[config.mk]
export PLATFORM = sky130hd
export DESIGN_NAME = mem_dump_ctrl
export DESIGN_NICKNAME = d
export VERILOG_FILES = /design/src/rtl/dump_pkg.sv /design/src/rtl/window_ptr.sv /design/src/rtl/mem_dump_ctrl.sv
export SDC_FILE = /design/constraint.sdc
export NUM_CORES = 1
export LEC_CHECK = 0
export BUFFER_PORTS_ARGS = -buffer_cell sky130_fd_sc_hd__buf_4
export CAP_MARGIN = 25
export CORE_UTILIZATION = 27
export CTS_CLUSTER_DIAMETER = 40
export CTS_CLUSTER_SIZE = 40
export DETAILED_ROUTE_END_ITERATION = 10
export GPL_ROUTABILITY_DRIVEN = 1
export HOLD_SLACK_MARGIN = 0.15
export PLACE_DENSITY = 0.46
export SLEW_MARGIN = 25
export SYNTH_ARGS = -nofsm -noshare
export SYNTH_HDL_FRONTEND = slang
export SYNTH_SLANG_ARGS = --single-unit
export TNS_END_PERCENT = 10
[constraint.sdc]
create_clock -name clk -period 3 [get_ports clk]
set_input_delay 0.3 -clock clk [delete_from_list [all_inputs] [get_ports clk]]
set_output_delay 0.3 -clock clk [all_outputs]
set_load 0.005 [all_outputs]
[src/rtl/dump_pkg.sv]
// dump_pkg: shared state encoding and default widths for the memory-dump controller
package dump_pkg;
    localparam int ADDR_W_DEF = 8;
    localparam int DATA_W_DEF = 16;
    typedef enum logic [1:0] {
        RUN       = 2'd0,
        LOAD      = 2'd1,
        DUMP_MAN  = 2'd2,
        DUMP_AUTO = 2'd3
    } state_t;
endpackage

[src/rtl/window_ptr.sv]
// window_ptr: bounded up/down wrapping pointer over [lo, hi] with range check
module window_ptr
    import dump_pkg::*;
#(
    parameter int ADDR_W = ADDR_W_DEF
) (
    input  logic              clk,
    input  logic              rst,
    input  logic              load,
    input  logic              active,
    input  logic              adv,
    input  logic              dir,
    input  logic [ADDR_W-1:0] lo,
    input  logic [ADDR_W-1:0] hi,
    output logic [ADDR_W-1:0] ptr,
    output logic              wrap,
    output logic              range_err
);
    logic bad;
    logic restart;
    logic [ADDR_W-1:0] nxt;
    always_comb begin
        bad     = lo > hi;
        // An out-of-window pointer restarts at the entry edge, same as a normal wrap
        restart = (ptr < lo) || (ptr > hi) || (dir ? ptr == lo : ptr == hi);
        nxt     = restart ? (dir ? hi : lo) : (dir ? ptr - 1'b1 : ptr + 1'b1);
    end
    always_ff @(posedge clk or negedge rst) begin
        if (!rst) begin
            ptr       <= '0;
            wrap      <= 1'b0;
            range_err <= 1'b0;
        end else begin
            range_err <= active && bad;
            wrap      <= active && !bad && adv && restart;
            ptr       <= load || (active && bad) ? lo : active && adv ? nxt : ptr;
        end
    end
endmodule

[src/rtl/mem_dump_ctrl.sv]
// mem_dump_ctrl: shared-RAM address mux with windowed manual/auto memory dump and aligned display capture
module mem_dump_ctrl
    import dump_pkg::*;
#(
    parameter int ADDR_W   = ADDR_W_DEF,
    parameter int DATA_W   = DATA_W_DEF,
    parameter int AUTO_DIV = 500,
    parameter int DIV_W    = 16
) (
    input  logic                     clk,
    input  logic                     rst,
    input  logic                     dump_en,
    input  logic                     step,
    input  logic                     auto_en,
    input  logic                     dir,
    input  logic [ADDR_W-1:0]        lo_addr,
    input  logic [ADDR_W-1:0]        hi_addr,
    input  logic [ADDR_W-1:0]        cpu_addr,
    input  logic                     cpu_we,
    input  logic [DATA_W-1:0]        mem_rdata,
    output logic [ADDR_W-1:0]        mem_addr,
    output logic                     mem_we,
    output logic [ADDR_W+DATA_W-1:0] disp_word,
    output logic                     dump_active,
    output logic                     wrap,
    output logic                     range_err
);
    state_t            state;
    logic [DIV_W-1:0]  div;
    logic [ADDR_W-1:0] ptr;
    logic [ADDR_W-1:0] addr_d;
    logic              div_hit;
    logic              own;
    logic              adv;
    always_comb begin
        div_hit     = div == DIV_W'(AUTO_DIV - 1);
        dump_active = state == DUMP_MAN || state == DUMP_AUTO;
        // LOAD already owns the port so a CPU write cannot slip in on dump entry
        own         = state != RUN;
        mem_addr    = own ? ptr : cpu_addr;
        mem_we      = cpu_we && !own;
        adv         = (state == DUMP_MAN && step) || (state == DUMP_AUTO && div_hit);
    end
    always_ff @(posedge clk or negedge rst) begin
        if (!rst) begin
            state     <= RUN;
            div       <= '0;
            addr_d    <= '0;
            disp_word <= '0;
        end else begin
            state     <= state == RUN ? (dump_en ? LOAD : RUN) :
                         !dump_en ? RUN : auto_en ? DUMP_AUTO : DUMP_MAN;
            div       <= state == LOAD ? '0 : state == DUMP_AUTO ? (div_hit ? '0 : div + 1'b1) : div;
            addr_d    <= mem_addr;
            disp_word <= {addr_d, mem_rdata};
        end
    end
    window_ptr #(.ADDR_W(ADDR_W)) u_ptr (
        .clk      (clk),
        .rst      (rst),
        .load     (state == LOAD),
        .active   (dump_active),
        .adv      (adv),
        .dir      (dir),
        .lo       (lo_addr),
        .hi       (hi_addr),
        .ptr      (ptr),
        .wrap     (wrap),
        .range_err(range_err)
    );
endmodule

Word level (Yosys, flattened, before mapping)
Index checks and enable logic that the tools add are counted.

Output and inout bits: 36. Flip-flop bits (word level): 60. Logic and storage cells: 52.

$add $sub $neg: 3. Multiplexer cells: 14. Reductions and logical operators: 19. Magnitude comparators: 3. Equality and inequality tests: 6.

Operators by type and width (count): two-way mux 16 bit (3); two-way mux 8 bit (6); adder 16 x 1 -> 16 bit, second input constant (1); equality test 16 x 9 -> 1 bit, second input constant (1); equality test 8 bit (2); > comparator 8 bit (2); adder 8 x 1 -> 8 bit, second input constant (1); logical AND 1 bit (8); < comparator 8 bit (1); subtractor 8 x 1 -> 8 bit, second input constant (1); nonzero test 2 bit (3); logical OR 1 bit (5); equality test 2 bit, second input constant (2); two-way mux 2 bit (2); two-way mux 1 bit (3); equality test 2 x 1 -> 1 bit, second input constant (1); zero test 1 bit (2); zero test 2 bit (1).

Logic depth before layout (Yosys ltp)
Gate-level depths: netlist of run 1.

Word-level depth: 6. Mapped depth: 10.

Modules after synthesis
From an unflattened synthesis of run 1, not the netlist that was laid out.

Cells, all modules: 327. Area, all modules: 3337.0 um^2.

By module, submodules not included: mem_dump_ctrl (seq. area each 1251.2 um^2, cells each 154, instances 1, area an instance 1898.1 um^2); window_ptr (seq. area each 250.2 um^2, cells each 173, instances 1, area an instance 1438.9 um^2).

Worst setup path after synthesis of run 1
OpenSTA, ideal clock, no wires.

Path type: input to register. Start point: input port dir. End point: register u_ptr.ptr[6]. Arrival: 2015 ps. Setup time: 118 ps. Path slack: 867 ps. Path buffers: 1. Stages: 10. Cells stage by stage: clkbuf_1 inv_1 fa_1 nor2b_1 o21ai_0 a21boi_0 o21a_1 o21ai_0 a21o_1 a21o_1.

Longest elaborated chain between the ends: 5. Elaborated cells between the ends (all ways): 7.

Ends and longest elaborated chain: start, declared (line mem_dump_ctrl.sv:15) `input logic dir,`; two-way mux 1 bit (line window_ptr.sv:25) `restart = (ptr < lo) || (ptr > hi) || (dir ? ptr == lo : ptr == hi);`; logical OR 1 bit (line window_ptr.sv:25); two-way mux 8 bit * (line window_ptr.sv:26) `nxt = restart ? (dir ? hi : lo) : (dir ? ptr - 1'b1 : ptr + 1'b1);`; two-way mux 8 bit * (2 in a row) (line window_ptr.sv:36) `ptr <= load || (active && bad) ? lo : active && adv ? nxt : ptr;`; end signal, assigned (line window_ptr.sv:36); end, declared (line window_ptr.sv:15) `output logic [ADDR_W-1:0] ptr,`.

Every way passes the cells marked *; elsewhere a longest branch is shown, timed or not. The select of a mux whose other input is x is not followed. A chain may end at the register's enable or synchronous reset.

Final worst setup path of run 1
Start point: register u_ptr.ptr[0]. End point: register u_ptr.ptr[1].

Longest elaborated chain between the ends: 6. Elaborated cells between the ends (all ways): 13.

Ends and longest elaborated chain (line): < comparator 8 bit, or another cell as far along (window_ptr.sv:25); logical OR 1 bit / two-way mux 1 bit (equally long branches) (window_ptr.sv:25); logical OR 1 bit (window_ptr.sv:25); two-way mux 8 bit * (window_ptr.sv:26); two-way mux 8 bit * (2 in a row) (window_ptr.sv:36).

Marks and branches as above.

==> results of run 1 <==
-- critical path: cells and delay by family (launching register included) --
kind | cells | cell delay [ns]
compound gates | 4 | 0.87
buf+inv | 1 | 0.23
fa+ha+maj | 1 | 0.29
mux | 1 | 0.31
simple gates | 2 | 0.25
flops | 1 | 0.41
-- where the power goes --
part / leakage (nW) / internal, mW / total, mW / switching [mW]
sequential: 0.752 / 0.892 / 0.958 / 0.0655
combinational: 1.34 / 0.357 / 0.714 / 0.357
clock: 0.144 / 0.655 / 1.01 / 0.360
-- cell families (layout without fill, tap and decap cells) --
logic type | Yosys count | in the layout
fa+ha+maj | 32 | 32
simple gates | 100 | 100
mux | 18 | 18
buf+inv | 36 | 145
flops | 60 | 60
xor+xnor | 5 | 5
compound gates | 86 | 86
-- cells in the final DEF, fill, tap and decap left out, types with 9 or more instances in the layout --
master,instances
dfrtp_1,60
nor2_1,12
a21oi_1,15
nand2_1,33
o21ai_0,32
mux2i_1,12
ha_1,31
and3_1,10
buf_4,87
dlygate4sd3_1,17
clkbuf_16,9
inv_1,26
-- Yosys cell counts (2+ instances only) --
master	number	area (sq um)
o22ai_1	3	18.77
nand3_1	8	40.04
or3_1	3	18.77
xnor2_1	5	43.79
nor3_1	5	25.02
a21oi_1	15	75.07
dfrtp_1	60	1501
nand4_1	8	50.05
a21o_1	5	37.54
o21ai_0	32	160.2
nor2b_1	6	37.54
o221ai_1	6	52.55
and3_1	10	62.56
o41ai_1	2	17.52
o21a_1	2	15.01
inv_1	26	97.59
clkbuf_1	9	33.78
mux2_2	5	56.30
ha_1	31	387.9
nand2b_1	2	12.51
nand2_1	33	123.9
o31ai_1	5	37.54
mux2i_1	12	120.1
and2_1	4	25.02
a22o_1	2	17.52
nor2_1	12	45.04
nor3b_1	2	15.01
-- state kept, by name (all words and copies together), names as in the netlist --
name and count:
u_ptr.wrap 1, div 16, u_ptr.ptr 8, addr_d 8
disp_word 24, state 2, u_ptr.range_err 1
-- worst max path at each step --
stage,from,endpoint,slack [ns],cells after the start
after global placement,u_ptr.ptr[0]$_DFFE_PN0P_,u_ptr.ptr[1]$_DFFE_PN0P_,0.52,9
after floorplan,dir,u_ptr.ptr[6]$_DFFE_PN0P_,0.87,10
after CTS,u_ptr.ptr[0]$_DFFE_PN0P_,u_ptr.ptr[1]$_DFFE_PN0P_,0.53,9
after detailed placement,u_ptr.ptr[0]$_DFFE_PN0P_,u_ptr.ptr[1]$_DFFE_PN0P_,0.55,9
final,u_ptr.ptr[0]$_DFFE_PN0P_,u_ptr.ptr[1]$_DFFE_PN0P_,0.55,9
after global routing,u_ptr.ptr[0]$_DFFE_PN0P_,u_ptr.ptr[2]$_DFFE_PN0P_,0.39,9
-- layer usage --
layer	up-vias	part of all wire	wire length (microns)	global-route usage
met1	1356	0.49	4301	0.1952
li1	1421	-	-	-
met3	13	0.041	358	0.02391
met2	71	0.45	3917	0.2256
met4	0	0.019	169	0.06842
met5	-	0	0	0
-- repair_timing --
action                                 4_1_cts  5_1_grt
setup buffers                                0        0
endpoints found under the hold margin       76        0
hold buffers                                17        0
-- metrics by stage --
| stage | setup WS [ns] | cell area (sq um) | hold slack, ns | std cells |
|---|---|---|---|---|
| 2_1_floorplan | 0.8665 | 3358 | 0.004409 | 337 |
| 3_3_place_gp | 0.5210 | 4183 | 0.3329 | 582 |
| 3_5_place_dp | 0.5512 | 4183 | 0.3356 | 582 |
| 4_1_cts | 0.5339 | 4644 | 0.1790 | 614 |
| 5_1_grt | 0.3924 | 4644 | 0.1859 | 614 |
| 6_report | 0.5487 | 4644 | 0.1925 | 614 |
-- cell type report --
class,count,area [sq um]
inverters,26,97.59
well taps,168,210.2
multi-input cells,241,1720
clock inverters,5,52.55
fillers,1210,7417
clock buffers,10,239.0
repair buffers,104,823.3
flip-flops and latches,60,1501
==> summary.txt, run 1 <==
Finish
  – Nets: approximately 520
  – # diodes: 0
  – Fin util: 0.3851
  – Layout cells sized above 1: 0.2623
  – P&R area growth vs syn: 38.30%

Critical path
  – Worst path max stage delay: just over 0.4 ns
  – Maximum fanout along the worst path: 8
  – Crit-path cells: inv_1, ha_1, nand2b_1, a21o_1, a221oi_2, a21o_2, nand2_4, mux2_4, o221ai_1
  – Worst r2r dst: u_ptr.ptr[1]$_DFFE_PN0P_
  – R2R Path Start: u_ptr.ptr[0]$_DFFE_PN0P_
  – Reg-to-reg slack, setup: roughly 0.55 ns
  – Worst Path Required: between 3 and 4 ns
  – R2R depth: 9
  – Worst endpoint data arrival time: between 2 and 3 ns
  – Startpoint class of the critical path: flop
  – CP endpoint kind: flop
  – Crit-path slowest cell: dfrtp_1
  – WS Path Type: flop to flop

Synthesis
  – Post-Syn Area: 3358 sq um
  – Post-Synth XOR/XNOR Area: 0.01304
  – Yosys warnings: 0
  – Cell variety after synth: 51
  – Post-synthesis adder-cell area fraction: 0.1215
  – Number of enable flip-flop cells after synthesis: 0
  – Post-synthesis compound-gate area fraction: 0.1669
  – Register bit total from synthesis: 60
  – Asr flop ratio synth: 1.000
  – Synth Net Count: between 400 and 500
  – Post-Synth Simple-Gate Area: 0.1539
  – Primary FF master, synth: dfrtp_1
  – Syn Area/Cell: approximately 10 sq um
  – Post-synthesis mux area share: 0.05700
  – Largest family of logic cells by synthesized area: compound AO/OA/AOI/OAI gates
  – Cell count after synthesis: 337
  – Post-synthesis sequential area ratio: 0.4471

Floorplanning
  – Die area: ~13000 sq um
  – Core box area: between 10000 and 15000 sq um
  – Die X: 113.5 microns
  – # IOs: between 80 and 90
  – Initial core utilization: 0.2784
  – Num rows: 40
  – Die Ht: approximately 110 microns

Global route
  – Vias in the first global route: 2825
  – GR Util All Layers: 0.1445
  – Global-route wire length before repair: approximately 14000 microns
  – Pin count of the biggest net entering global routing: just over 60
  – Total grt overflow: 0
  – Initial antenna violation count: 0

Timing
  – Period utilization: 0.8171
  – Setup TNS: 0 ns
  – Pins Over Slew Limit: 0
  – Clock period minus worst slack: between 2 and 2.5 ns
  – Least-Margin Pin Slew: between 0.7 and 0.8 ns
  – Slew headroom: 0.4842
  – Setup violators final: 0
  – Endpoints failing hold: 0
  – RSZ-0062 raised after global routing: false
  – Clk_skew: 0.008214 ns
  – Max Freq: around 400 MHz

Drt
  – Final ANT Viol Nets: 0
  – Via/cell ratio: ~4.7
  – Vias: around 2900
  – DRC viols: 0
  – 1st-iter DRT viols: around 120
  – WL final: roughly 8700 microns
  – Detailed Routing Iterations Pass 1: 4
  – WL per Instance: 14.24 microns

CTS
  – Cts repair resizes: 0
  – Clk buf depth: 2
  – Latest clock arrival within the worst-skew pair: roughly 0.33 ns
  – Num CTS Buffers: 9
  – CTS HTree Levels: 3
  – Clk slew on worst S/H paths: roughly 0.050 ns
  – CTS root buffer: clkbuf_16
  – CTS Sinks: 60
  – CTS tree: built

Placement
  – Post-DP HPWL: 6466 microns
  – RD Place Congestion: 0.7919
  – IO buf count: between 80 and 90

Power
  – P per Cell Area: slightly below 600 nW/um^2
  – Leak: roughly 2.2 nW
  – Peak supply drop: 0.0002683 V
  – Total power draw: roughly 2.7 mW

Worst hold path
  – Hold path endpoint: state[0]$_DFF_PN0_
  – Hold Path Depth: 2
  – Hold_sp: auto_en
  – Hold Path Class: input port to flop

Flow run
  – Max_cap viols: 0

Run status
  – Status: completed
Note: power is estimated with default switching activity, not from simulation.
==> inputs of run 2 (changes only) <==
- PLACE_DENSITY: 0.46 -> 0.48
- clock period: 3 -> 2 ns (I/O delays scaled with it)
==> summary.txt, run 2 (same netlist as run 1, synthesis figures left out) <==
Floorplanning
  – Core box area: 12060 sq um (unchanged)
  – Initial core utilization: 0.2784 (unchanged)
  – Die X: 113.5 microns (unchanged)
  – Num rows: 40 (unchanged)
  – Die Ht: 113.5 microns (unchanged)
  – # IOs: 83 (unchanged)
  – Die area: 12890 sq um (unchanged)

Power
  – Power share of the combinational group: 0.333 (+0.067)
  – Sequential power share: 0.312 (-0.044)
  – P per Cell Area: 835.7 nW/um^2 (+44%)
  – Clock share of power: 0.354 (-0.024)
  – Peak supply drop: 0.0004544 V (+69%)
  – Total power draw: 4.539 mW (+69%)
  – Internal power: 3.266 mW (+71%)
  – Switching power: 1.273 mW (+63%)
  – Leak: 2.612 nW (+17%)
  – Switching Share: 0.2804 (-0.01066)

Finish
  – Nets: 592 (+14%)
  – Most frequent cells in the layout: buf_4 (143), dfrtp_1 (56), nand2_1 (33), o21ai_0 (28), dlygate4sd3_1 (28)
  – Layout cells sized above 1: 0.3888 (+0.1264)
  – Commonest non-fill, non-tap cell in the layout: buf_4
  – Biggest regs: disp_word: 24 flops, div: 16 flops
  – # diodes: 0 (unchanged)
  – Post-route cell area: 5431 sq um (+17%)
  – Top reg by flops: disp_word
  – Number of flip-flops in the largest register: 24 (unchanged)
  – P&R area growth vs syn: 61.74%

Flow run
  – Max_cap viols: 0 (unchanged)

Drt
  – DRC viols: 0 (unchanged)
  – WL final: 9418 microns (+7.7%)
  – Final ANT Viol Nets: 0 (unchanged)
  – Detailed Routing Iterations Pass 1: 4 (unchanged)
  – WL per Instance: 13.75 microns (-3.5%)
  – 1st-iter DRT viols: 120 (+2.6%)
  – Via/cell ratio: 4.553 (-2.3%)
  – Vias: 3119 (+9.0%)

CTS
  – Clk buf depth: 2 (unchanged)
  – CTS tree: built
  – Num CTS Buffers: 9 (unchanged)
  – Latest clock arrival within the worst-skew pair: 0.33 ns (about the same)
  – CTS Sinks: 60 (unchanged)
  – CTS root buffer: clkbuf_16
  – CTS HTree Levels: 3 (unchanged)
  – Clk slew on worst S/H paths: 0.05 ns (about the same)

Critical path
  – Maximum fanout along the worst path: 8 (unchanged)
  – Worst r2r dst: u_ptr.ptr[1]$_DFFE_PN0P_
  – Critical path origin: u_ptr.ptr[5]$_DFFE_PN0P_
  – R2R depth: 8 (-1)
  – Crit path to: u_ptr.ptr[1]$_DFFE_PN0P_
  – Reg-to-reg slack, setup: -0.14 ns (-0.69 ns)
  – R2R Path Start: u_ptr.ptr[5]$_DFFE_PN0P_
  – Worst endpoint data arrival time: 2.39 ns (-0.30 ns)
  – CP endpoint kind: flop
  – Startpoint class of the critical path: flop
  – WS Path Type: flop to flop
  – Worst Path Required: 2.25 ns (-0.99 ns)

Global route
  – Total grt overflow: 0 (unchanged)
  – Pin count of the biggest net entering global routing: 61 (unchanged)
  – Global-route wire length before repair: 15500 microns (+7.7%)
  – Initial antenna violation count: 0 (unchanged)
  – Vias in the first global route: 3156 (+12%)
  – GR Util All Layers: 0.1549 (+0.01037)

Placement
  – Post-DP HPWL: 6874 microns (+6.3%)
  – IO buf count: 82 (unchanged)
  – RD Place Congestion: 0.8024 (+1.3%)
  – Setup WS pre-CTS: -0.2143 ns (-0.7655 ns)
  – Area after DPL: 4614 sq um (+10%)

Timing
  – Endpoints failing hold: 0 (unchanged)
  – RSZ-0062 raised after global routing: true
  – Setup violators final: 8 (+8)
  – Least-Margin Pin Slew: 0.7754 ns (+0.001698 ns)
  – Slew headroom: 0.4831 (-0.001132)
  – Clk_skew: 0.007209 ns (-0.001005 ns)
  – Max Freq: 466.9 MHz (+14%)
  – Pins Over Slew Limit: 0 (unchanged)
  – Setup TNS: -0.7438 ns (-0.7438 ns)
  – Final worst slack: -0.1420 ns (-0.6907 ns)
  – Clock period minus worst slack: 2.142 ns (-0.3093 ns)
  – Period utilization: 1.071 (+0.2539)
  – Final hold slack: 0.1838 ns (-0.008682 ns)

Worst hold path
  – Hold Path Class: input port to flop
  – Hold_sp: lo_addr[0]

Run status
  – Failing checks: negative setup slack
  – Status: finished with violations
==> run 2: changes by cell type in the layout (fill, tap and decap cells not counted), sizes merged <==
cell	change
dlygate4sd3	+11
bufinv	+1
clkinv	-1
buf	+60
==> run 2: worst min path at each step <==
stage	to	slack, ns	cells past startpoint
after floorplan	addr_d[0]$_DFF_PN0_	-0.1	0
after global placement	disp_word[10]$_DFF_PN0_	0.31	1
after detailed placement	disp_word[0]$_DFF_PN0_	0.31	1
after CTS	u_ptr.ptr[0]$_DFFE_PN0P_	0.17	3
after global routing	u_ptr.ptr[0]$_DFFE_PN0P_	0.19	3
final	u_ptr.ptr[0]$_DFFE_PN0P_	0.18	3
==> run 2: through the flow <==
stage | utilization | cells
after floorplan | - | 337
after global placement | 0.3826 | 637
after detailed placement | 0.3826 | 637
after CTS | 0.4396 | 684
after global routing | 0.4503 | 685
final | 0.4503 | 685
==> run 2: cell type report <==
class / count / area, sq um
Fill cell: 1147 / 6630
Multi-Input combinational cell: 241 / 1912
Sequential cell: 60 / 1506
Timing Repair Buffer: 175 / 1399
Clock buffer: 10 / 229.0
Tap cell: 168 / 210.2
Inverter: 26 / 97.59
Clock inverter: 5 / 77.57
==> run 2: power groups by stage <==
stage / logic, mW / clock network, mW / registers [mW]
final: 1.51 / 1.61 / 1.42
after global routing: 1.68 / 1.70 / 1.43
after CTS: 1.46 / 1.66 / 1.41
after detailed placement: 1.34 / 0 / 1.42
after global placement: 1.34 / 0 / 1.42
after floorplan: 0.645 / 0 / 1.43
==> run 2: timing repair <==
action / 4_1_cts / 5_1_grt
setup endpoints to repair: 8 / 21
hold endpoints to repair: 86 / 0
setup buffers: 4 / 2
resized for setup: 11 / 26
hold buffers: 28 / 0
pin swaps: 9 / 11
gates cloned: 0 / 0
==> run 2: worst max-delay path, stage by stage (launching register included) <==
cell and delay [ns]:
dfrtp_2 0.45, buf_4 0.17, ha_1 0.28, nand4_1 0.13, nor3_1 0.23, o21ba_4 0.21, nand2_4 0.14, mux2_4 0.32
o221ai_2 0.12
==> run 2: per-layer routing <==
layer | vias to the layer above | global-route usage | routed length, microns
met5 | - | 0 | 0
met4 | 0 | 0.07105 | 184
met3 | 13 | 0.02497 | 379
met2 | 72 | 0.2488 | 4326
met1 | 1469 | 0.2048 | 4527
li1 | 1565 | - | -
==> inputs of run 3 (changes only) <==
- clock period: 2 -> 1.9 ns (I/O delays scaled with it)
==> summary.txt, run 3 (same netlist as run 1, synthesis figures left out) <==
Critical path
  – R2R Path Start: u_ptr.ptr[5]$_DFFE_PN0P_
  – Worst r2r dst: u_ptr.ptr[1]$_DFFE_PN0P_
  – WS Path Type: flop to flop
  – Worst Path Required: 2.15 ns (-0.10 ns)
  – R2R depth: 8 (unchanged)
  – CP endpoint kind: flop
  – Reg-to-reg slack, setup: -0.25 ns (-0.11 ns)
  – Maximum fanout along the worst path: 8 (unchanged)
  – Startpoint class of the critical path: flop
  – Worst endpoint data arrival time: 2.40 ns (about the same)

Finish
  – Finished Layout Cells: 683 (-0.29%)
  – Number of flip-flops in the largest register: 24 (unchanged)
  – Most frequent cells in the layout: buf_4 (141), dfrtp_1 (57), nand2_1 (33), o21ai_0 (29), dlygate4sd3_1 (27)
  – P&R area growth vs syn: 59.99%
  – Post-route cell area: 5373 sq um (-1.1%)
  – Fin util: 0.4454 (-0.004875)
  – # diodes: 0 (unchanged)
  – Layout cells sized above 1: 0.3864 (-0.002374)
  – Top reg by flops: disp_word
  – Biggest regs: disp_word: 24 flops, div: 16 flops
  – Commonest non-fill, non-tap cell in the layout: buf_4
  – Nets: 589 (-0.51%)

Timing
  – Slew headroom: 0.4755 (-0.007556)
  – Least-Margin Pin Slew: 0.7867 ns (+0.01133 ns)
  – RSZ-0062 raised after global routing: true
  – Max Freq: 465.0 MHz (-0.40%)
  – Pins Over Slew Limit: 0 (unchanged)
  – Final hold slack: 0.1959 ns (+0.01208 ns)
  – Period utilization: 1.132 (+0.06091)
  – Clk_skew: 0.006895 ns (-0.0003137 ns)
  – Final worst slack: -0.2506 ns (-0.1086 ns)
  – Setup TNS: -1.419 ns (-0.6754 ns)
  – Clock period minus worst slack: 2.151 ns (+0.008627 ns)
  – Endpoints failing hold: 0 (unchanged)
  – Setup violators final: 8 (unchanged)

Worst hold path
  – Hold Path Class: input port to flop
  – Hold Path Depth: 3 (unchanged)
  – Hold_sp: lo_addr[0]
  – Hold path endpoint: u_ptr.ptr[0]$_DFFE_PN0P_

CTS
  – Num CTS Buffers: 9 (unchanged)
  – CTS Sinks: 60 (unchanged)
  – CTS HTree Levels: 3 (unchanged)
  – CTS root buffer: clkbuf_16
  – Clk slew on worst S/H paths: 0.06 ns (about the same)
  – CTS tree: built
  – Latest clock arrival within the worst-skew pair: 0.33 ns (about the same)
  – Clk buf depth: 2 (unchanged)

Floorplanning
  – Initial core utilization: 0.2784 (unchanged)
  – Die X: 113.5 microns (unchanged)
  – # IOs: 83 (unchanged)
  – Die area: 12890 sq um (unchanged)
  – Num rows: 40 (unchanged)
  – Die Ht: 113.5 microns (unchanged)
  – Core box area: 12060 sq um (unchanged)

Drt
  – Vias: 3138 (+0.61%)
  – Via/cell ratio: 4.594 (+0.90%)
  – Detailed Routing Iterations Pass 1: 4 (unchanged)
  – WL final: 9541 microns (+1.3%)
  – Final ANT Viol Nets: 0 (unchanged)
  – DRC viols: 0 (unchanged)
  – WL per Instance: 13.97 microns (+1.6%)
  – 1st-iter DRT viols: 82 (-32%)

Placement
  – DP Cell Count: 635 (-0.31%)
  – IO buf count: 82 (unchanged)
  – Area after DPL: 4612 sq um (about the same)
  – RD Place Congestion: 0.7614 (-5.1%)
  – Post-DP HPWL: 6848 microns (-0.38%)

Flow run
  – Max_cap viols: 0 (unchanged)

Power
  – Leak: 2.591 nW (-0.82%)
  – Peak supply drop: 0.0004396 V (-3.3%)
  – P per Cell Area: 896.7 nW/um^2 (+7.3%)

Global route
  – GR Util All Layers: 0.1582 (+0.003289)
  – Vias in the first global route: 3193 (+1.2%)
  – Pin count of the biggest net entering global routing: 61 (unchanged)
  – Global-route wire length before repair: 15870 microns (+2.4%)
  – Initial antenna violation count: 0 (unchanged)
  – Total grt overflow: 0 (unchanged)

Run status
  – Failing checks: negative setup slack
  – Status: finished with violations
==> run 3: changes by cell type in the layout (fill, tap and decap cells not counted), sizes merged <==
cell and change:
dlygate4sd3 -1, buf -2, clkinv +1, clkbuf +1, clkinvlp -1
==> run 3: worst max-delay path, cell delays in order (launching register included) <==
cell and delay [ns]:
dfrtp_2 0.45, ha_4 0.23, a21o_1 0.18, a21o_1 0.17, a221oi_2 0.31, a21o_2 0.18, nand2_4 0.11, mux2_4 0.32
o221ai_2 0.13
==> run 3: stage by stage <==
step | worst slack, ns | power [mW]
finish | -0.2506 | 4.818
global route | -0.3544 | 5.105
CTS | -0.2502 | 4.832
detailed placement | -0.3005 | 2.917
global placement | -0.2559 | 2.904
floorplan | -0.1436 | 2.186
==> run 3: worst max-delay path by stage <==
| stage | slack, ns | from | to |
|---|---|---|---|
| 2_1_floorplan | -0.14 | u_ptr.ptr[5]$_DFFE_PN0P_ | u_ptr.ptr[1]$_DFFE_PN0P_ |
| 4_1_cts | -0.25 | u_ptr.ptr[5]$_DFFE_PN0P_ | u_ptr.ptr[7]$_DFFE_PN0P_ |
| 3_5_place_dp | -0.30 | u_ptr.ptr[0]$_DFFE_PN0P_ | u_ptr.ptr[1]$_DFFE_PN0P_ |
| 6_report | -0.25 | u_ptr.ptr[5]$_DFFE_PN0P_ | u_ptr.ptr[1]$_DFFE_PN0P_ |
| 5_1_grt | -0.35 | u_ptr.ptr[4]$_DFFE_PN0P_ | u_ptr.ptr[7]$_DFFE_PN0P_ |
| 3_3_place_gp | -0.26 | u_ptr.ptr[2]$_DFFE_PN0P_ | u_ptr.ptr[1]$_DFFE_PN0P_ |
==> run 3: final cells by class <==
| cell class | instances | area, sq um |
|---|---|---|
| repair buffers | 172 | 1386 |
| multi-input cells | 241 | 1856 |
| clock buffers | 11 | 242.7 |
| flip-flops and latches | 60 | 1505 |
| clock inverters | 5 | 75.07 |
| fillers | 1152 | 6689 |
| well taps | 168 | 210.2 |
| inverters | 26 | 97.59 |
==> run 3: what timing repair did <==
| item | 4_1_cts | 5_1_grt |
|---|---|---|
| hold buffers | 27 | 0 |
| hold endpoints to repair | 86 | 0 |
| setup buffers | 5 | 0 |
| endpoints found under the setup margin | 15 | 22 |
| gates resized for setup | 18 | 13 |
| pin swaps | 10 | 14 |
==> run 3: layer usage <==
| layer | up-vias | share of wire | GRT usage |
|---|---|---|---|
| li1 | 1562 | - | - |
| met1 | 1492 | 0.47 | 0.2140 |
| met2 | 75 | 0.47 | 0.2520 |
| met3 | 9 | 0.050 | 0.03401 |
| met4 | 0 | 0.012 | 0.05000 |
| met5 | - | 0 | 0 |
==> run 3: power breakdown <==
| group | total [mW] | internal (mW) | switching [mW] |
|---|---|---|---|
| Clock | 1.74 | 1.18 | 0.567 |
| Combinational | 1.59 | 0.878 | 0.709 |
| Sequential | 1.49 | 1.41 | 0.0768 |
| Total | 4.82 | 3.47 | 1.35 |
